## src/rtl/sha256_msg_sched.sv

```systemverilog
// Feeds pre-padded messages to a chained-mode SHA-256 core one 512-bit block at a time,
// loops each intermediate hash back as h_i and presents the final digest on a valid/ready port.
module sha256_msg_sched #(
    parameter int N      = 32,
    parameter int WD_MAX = 200
) (
    input  logic            clk_i,
    input  logic            rst_i,
    input  logic [N-1:0]    s_data_i,
    input  logic            s_valid_i,
    input  logic            s_last_i,
    output logic            s_ready_o,
    output logic [16*N-1:0] core_m_o,
    output logic [8*N-1:0]  core_h_o,
    output logic            core_clr_o,
    input  logic            core_end_i,
    input  logic [8*N-1:0]  core_hash_i,
    output logic [8*N-1:0]  d_digest_o,
    output logic            d_valid_o,
    input  logic            d_ready_i,
    output logic            busy_o,
    output logic            err_o
);

    typedef enum logic [2:0] {IDLE, LOAD, START, RUN, CAPT, OUT} state_t;

    localparam int            WW      = $clog2(WD_MAX + 1);
    localparam logic [WW-1:0] WD_LAST = WW'(WD_MAX - 1);
    localparam logic [8*N-1:0] IV = {32'h5be0cd19, 32'h1f83d9ab, 32'h9b05688c, 32'h510e527f,
                                     32'ha54ff53a, 32'h3c6ef372, 32'hbb67ae85, 32'h6a09e667};

    state_t             state, state_nx;
    logic [0:15][N-1:0] m_q;
    logic [8*N-1:0]     h_q, cap_q, dig_q;
    logic [3:0]         cnt;
    logic [WW-1:0]      wd;
    logic               last_q, rdy_q, dv_q, err_q;
    logic               accept, end_ok, wd_hit;

    assign accept = s_valid_i & rdy_q;
    // wd is still 0 in the first RUN cycle, so a flag left over from the previous block is ignored
    assign end_ok = core_end_i & (wd != '0);
    assign wd_hit = (wd == WD_LAST);

    assign s_ready_o  = rdy_q;
    assign core_m_o   = m_q;
    assign core_h_o   = h_q;
    assign core_clr_o = (state == START);
    assign d_digest_o = dig_q;
    assign d_valid_o  = dv_q;
    assign busy_o     = (state != IDLE);
    assign err_o      = err_q;

    always_ff @(posedge clk_i or negedge rst_i) begin
        if (!rst_i) state <= IDLE;
        else        state <= state_nx;
    end

    always_comb begin
        state_nx = state;
        case (state)
            IDLE:  if (accept) state_nx = LOAD;
            LOAD:  if (accept && cnt == 4'd15) state_nx = START;
            START: state_nx = RUN;
            RUN: begin
                if (end_ok)      state_nx = CAPT;
                else if (wd_hit) state_nx = IDLE;
            end
            CAPT:  state_nx = last_q ? OUT : LOAD;
            OUT:   if (dv_q && d_ready_i) state_nx = IDLE;
            default: state_nx = IDLE;
        endcase
    end

    always_ff @(posedge clk_i or negedge rst_i) begin
        if (!rst_i) begin
            m_q    <= '0;
            h_q    <= IV;
            cap_q  <= '0;
            dig_q  <= '0;
            cnt    <= '0;
            wd     <= '0;
            last_q <= 1'b0;
            rdy_q  <= 1'b0;
            dv_q   <= 1'b0;
            err_q  <= 1'b0;
        end else begin
            // registered so ready stays low in reset and only rises the cycle after leaving OUT
            rdy_q <= (state_nx == IDLE) || (state_nx == LOAD);
            case (state)
                IDLE: begin
                    if (accept) begin
                        m_q[0] <= s_data_i;
                        cnt    <= 4'd1;
                    end
                end
                LOAD: begin
                    if (accept) begin
                        m_q[cnt] <= s_data_i;
                        cnt      <= cnt + 4'd1;
                        if (cnt == 4'd15) last_q <= s_last_i;
                    end
                end
                START: wd <= '0;
                RUN: begin
                    wd <= wd + 1'b1;
                    if (end_ok) begin
                        cap_q <= core_hash_i;
                    end else if (wd_hit) begin
                        err_q <= 1'b1;
                        h_q   <= IV;
                    end
                end
                CAPT: begin
                    if (!last_q) begin
                        h_q <= cap_q;
                        cnt <= '0;
                    end else begin
                        dig_q <= cap_q;
                        dv_q  <= 1'b1;
                    end
                end
                OUT: begin
                    if (dv_q && d_ready_i) begin
                        dv_q <= 1'b0;
                        h_q  <= IV;
                    end
                end
                default: ;
            endcase
        end
    end

endmodule

```

## config.mk

```make
export PLATFORM = sky130hd
export DESIGN_NAME = sha256_msg_sched
export DESIGN_NICKNAME = d
export VERILOG_FILES = /design/src/rtl/sha256_msg_sched.sv
export SDC_FILE = /design/constraint.sdc
export NUM_CORES = 2
export LEC_CHECK = 0
export BUFFER_PORTS_ARGS = -buffer_cell sky130_fd_sc_hd__buf_2
export CAP_MARGIN = 20
export CORE_AREA = 2 2 510 512
export DETAILED_ROUTE_END_ITERATION = 12
export DIE_AREA = 0 0 512 514
export RECOVER_POWER = 100
export SLEW_MARGIN = 25
export SYNTH_ARGS = -nofsm -noshare
export SYNTH_HDL_FRONTEND = slang
export SYNTH_SLANG_ARGS = --single-unit
export TNS_END_PERCENT = 30
```

## constraint.sdc

```tcl
create_clock -name clk_i -period 7.45 [get_ports clk_i]
set_clock_uncertainty 0.15 [all_clocks]
set_input_delay 0 -clock clk_i [delete_from_list [all_inputs] [get_ports clk_i]]
set_output_delay 0 -clock clk_i [all_outputs]
set_load 0.1 [all_outputs]
```

==> impl_metrics.env <==
export IMPL_hpwlAfterDp_mm=145
export IMPL_relSlewSlack=-1.22
export IMPL_portBuffers=1322
export IMPL_start_util=0.195
export IMPL_die_width_um=512
export IMPL_h_tree_depth=4
export IMPL_die_h_um=514
export IMPL_ys_ff_latch=1299
export IMPL_grt_use_total=0.146
export IMPL_fin_crit_ns=5.36
export IMPL_worstHoldStart="core_hash_i[162]"
export IMPL_core_sq_um=258000
export IMPL_grt_pass1_wl_mm=278
export IMPL_cts_setup_buffers=0
export IMPL_tightest_slew_ns=3.33
export IMPL_yosysWarnings=0
export IMPL_via_per_inst=4.03
export IMPL_async_flop_share=1.00
export IMPL_crit_arrival_ns=5.86
export IMPL_finalCritPeriodShare=0.719
export IMPL_gp_congestion=0.853
export IMPL_rsz0062_at_grt="no"
export IMPL_fin_nets=5510
export IMPL_setup_worst_path_end_class="register"
export IMPL_synth_cells=3301
export IMPL_num_rows=187
export IMPL_slew_viol_final=802
export IMPL_die_area_sq_um=263000
export IMPL_yosysSeqAreaShare=0.648
export IMPL_cp_max_fo=65
export IMPL_clock_path_buffers=3
export IMPL_crit_type="reg2reg"
export IMPL_r2r_start="state[1]"
export IMPL_area_growth_pct=39.8
export IMPL_drt_iter0_markers=1876
export IMPL_cp_slowest_cell="nor3_1"
export IMPL_hold_end="cap_q[162]"
export IMPL_cts_tree="done"
export IMPL_ant_nets=0
export IMPL_wl_per_cell_um=22.7
export IMPL_wl_mm=199
export IMPL_max_stage_delay_ns=1.92
export IMPL_setup_viol=0
export IMPL_first_global_vias=37400
export IMPL_fmax_mhz=187
export IMPL_clk_latency_ns=0.79
export IMPL_grt_max_degree=191
export IMPL_drive_gt1_frac=0.322
export IMPL_cts_resized=0
export IMPL_hold_depth=3
export IMPL_netlist_area_sq_um=50400
export IMPL_hold_violations=0
export IMPL_numCtsBuffers=145
export IMPL_r2r_end="d_digest_o[177]"
export IMPL_status="finished, violations left"
export IMPL_grt_overflow_total=0
export IMPL_syn_num_nets=3601
export IMPL_hp_class="in2reg"
export IMPL_finalSetupTns_ns=0
export IMPL_antenna_found_initial=16
export IMPL_synth_edff_count=0
export IMPL_synth_avg_cell_area_sq_um=15.3
export IMPL_reg2reg_slack_ns=2.09
export IMPL_crit_chain="nand2b_1, buf_4, nor3_1, buf_12, clkbuf_1, mux2_2"
export IMPL_worstPathRequired_ns=7.95
export IMPL_violations="max-capacitance violations, max-slew violations"
export IMPL_via_count=35300
export IMPL_drv_cap=85
export IMPL_cts_root_buf="clkbuf_16"
export IMPL_path_clk_slew_ns=0.06
export IMPL_synth_ff_type="dfrtp_1"
export IMPL_drc_errors=0
export IMPL_reg2reg_depth=6
export IMPL_startpoint_type="register"
export IMPL_ys_types=42
export IMPL_cts_num_sinks=1299
export IMPL_dr_pass1_iters=5
export IMPL_ios=1323
[worst max-delay path by stage]
| stage | depth (start not counted) | endpoint | start | slack (ns) |
|---|---|---|---|---|
| 3_3_place_gp | 8 | core_h_o[118] | wd[0] | 3.25 |
| 6_report | 6 | d_digest_o[177] | state[1] | 2.09 |
| 5_1_grt | 6 | d_digest_o[177] | state[1] | 1.74 |
| 2_1_floorplan | 5 | core_m_o[480] | s_ready_o | 4.74 |
| 3_5_place_dp | 8 | core_h_o[132] | wd[0] | 3.29 |
| 4_1_cts | 8 | core_h_o[132] | wd[0] | 3.26 |
[layout by cell type, fill, tap and decap left out, types with 16 or more instances in the layout]
cell           instances
clkbuf_8              28
mux2i_1              125
mux2_1               129
clkbuf_16            147
buf_2                292
dlygate4sd3_1        608
or3_1                138
clkinv_2              17
dfrtp_1             1163
inv_1                131
diode_2               16
mux2_2              1032
dfstp_2              136
nand2_1              138
clkbuf_1            1103
[cell usage after synthesis, types with 2 or more instances]
cell	instances	area, sq um
mux2_2	1035	11700
or2_2	3	18.8
o211a_1	2	20.0
dfrtp_1	1163	29100
nand4_1	2	12.5
and3b_1	2	17.5
buf_2	34	170
o21ai_0	12	60.1
and2_1	3	18.8
a211oi_1	2	15.0
dfstp_2	136	3570
ha_1	6	75.1
buf_1	42	158
nand3_1	6	30.0
buf_6	10	113
clkbuf_1	116	435
or3_1	138	863
mux2i_1	125	1250
and3_1	7	43.8
nor2_1	10	37.5
nor3_1	3	15.0
buf_4	15	113
nand2b_1	2	12.5
nor2b_1	3	18.8
o211ai_1	2	15.0
a21oi_1	7	35.0
nand2_1	145	544
inv_1	131	492
mux2_1	126	1420
[per-stage QoR]
step | cells | setup slack (ns) | hold slack [ns] | utilization | instance area [sq um]
after global routing | 8737 | 1.74 | 0.0394 | 0.273 | 70500
after global placement | 7855 | 3.25 | -0.118 | 0.236 | 61000
final | 8748 | 2.09 | 0.0595 | 0.273 | 70500
after floorplan | 3301 | 4.74 | -0.446 | - | 50400
after CTS | 8731 | 3.26 | 0.0287 | 0.279 | 71900
after detailed placement | 7855 | 3.29 | -0.111 | 0.236 | 61000
[registers in the layout, summed over array words and instances, names as in the netlist]
register and cells:
wd 8, cnt 4, d_digest_o 256, cap_q 256, last_q 1, err_o 1, core_h_o 256, core_m_o 512
s_ready_o 1, state 3, d_valid_o 1
[what timing repair did]
item,in CTS,in global routing
hold buffers,609,0
setup endpoints to repair,0,0
hold endpoints to repair,1496,0
[metal layers]
layer	vias to the layer above	global-route usage	routed length [um]	part of all wire
li1	15300	-	-	-
met1	18300	0.157	74200	0.37
met2	1346	0.248	95500	0.48
met5	-	0	15	0.000075
met3	346	0.0591	18900	0.095
met4	2	0.0689	10300	0.052
[worst max-delay path: cells and delay by family (launching register included)]
family,cells,cell delay [ns]
and+or+nand+nor,2,2.11
buffers and inverters,3,1.95
DFF,1,0.48
muxes,1,0.45
[cells by family after synthesis]
logic type | Yosys count | share of synthesized area
flops | 1299 | 0.648
mux | 1286 | 0.284
buf+inv | 348 | 0.0293
simple gates | 328 | 0.0331
compound gates | 33 | 0.00427
fa+ha+maj | 6 | 0.00149
xor+xnor | 1 | 0.000174
[layout make-up]
class | count | area (sq um)
Fill cell | 26800 | 188000
Sequential cell | 1299 | 32700
Multi-Input combinational cell | 1654 | 16300
Timing Repair Buffer | 1979 | 11900
Tap cell | 3402 | 4260
Clock buffer | 225 | 4250
Clock inverter | 42 | 543
Inverter | 131 | 492
Antenna cell | 16 | 40.0
Power is left out: the tool's default activity adds up to more than one toggle a clock period on the data nets, which glitch-free logic cannot reach.
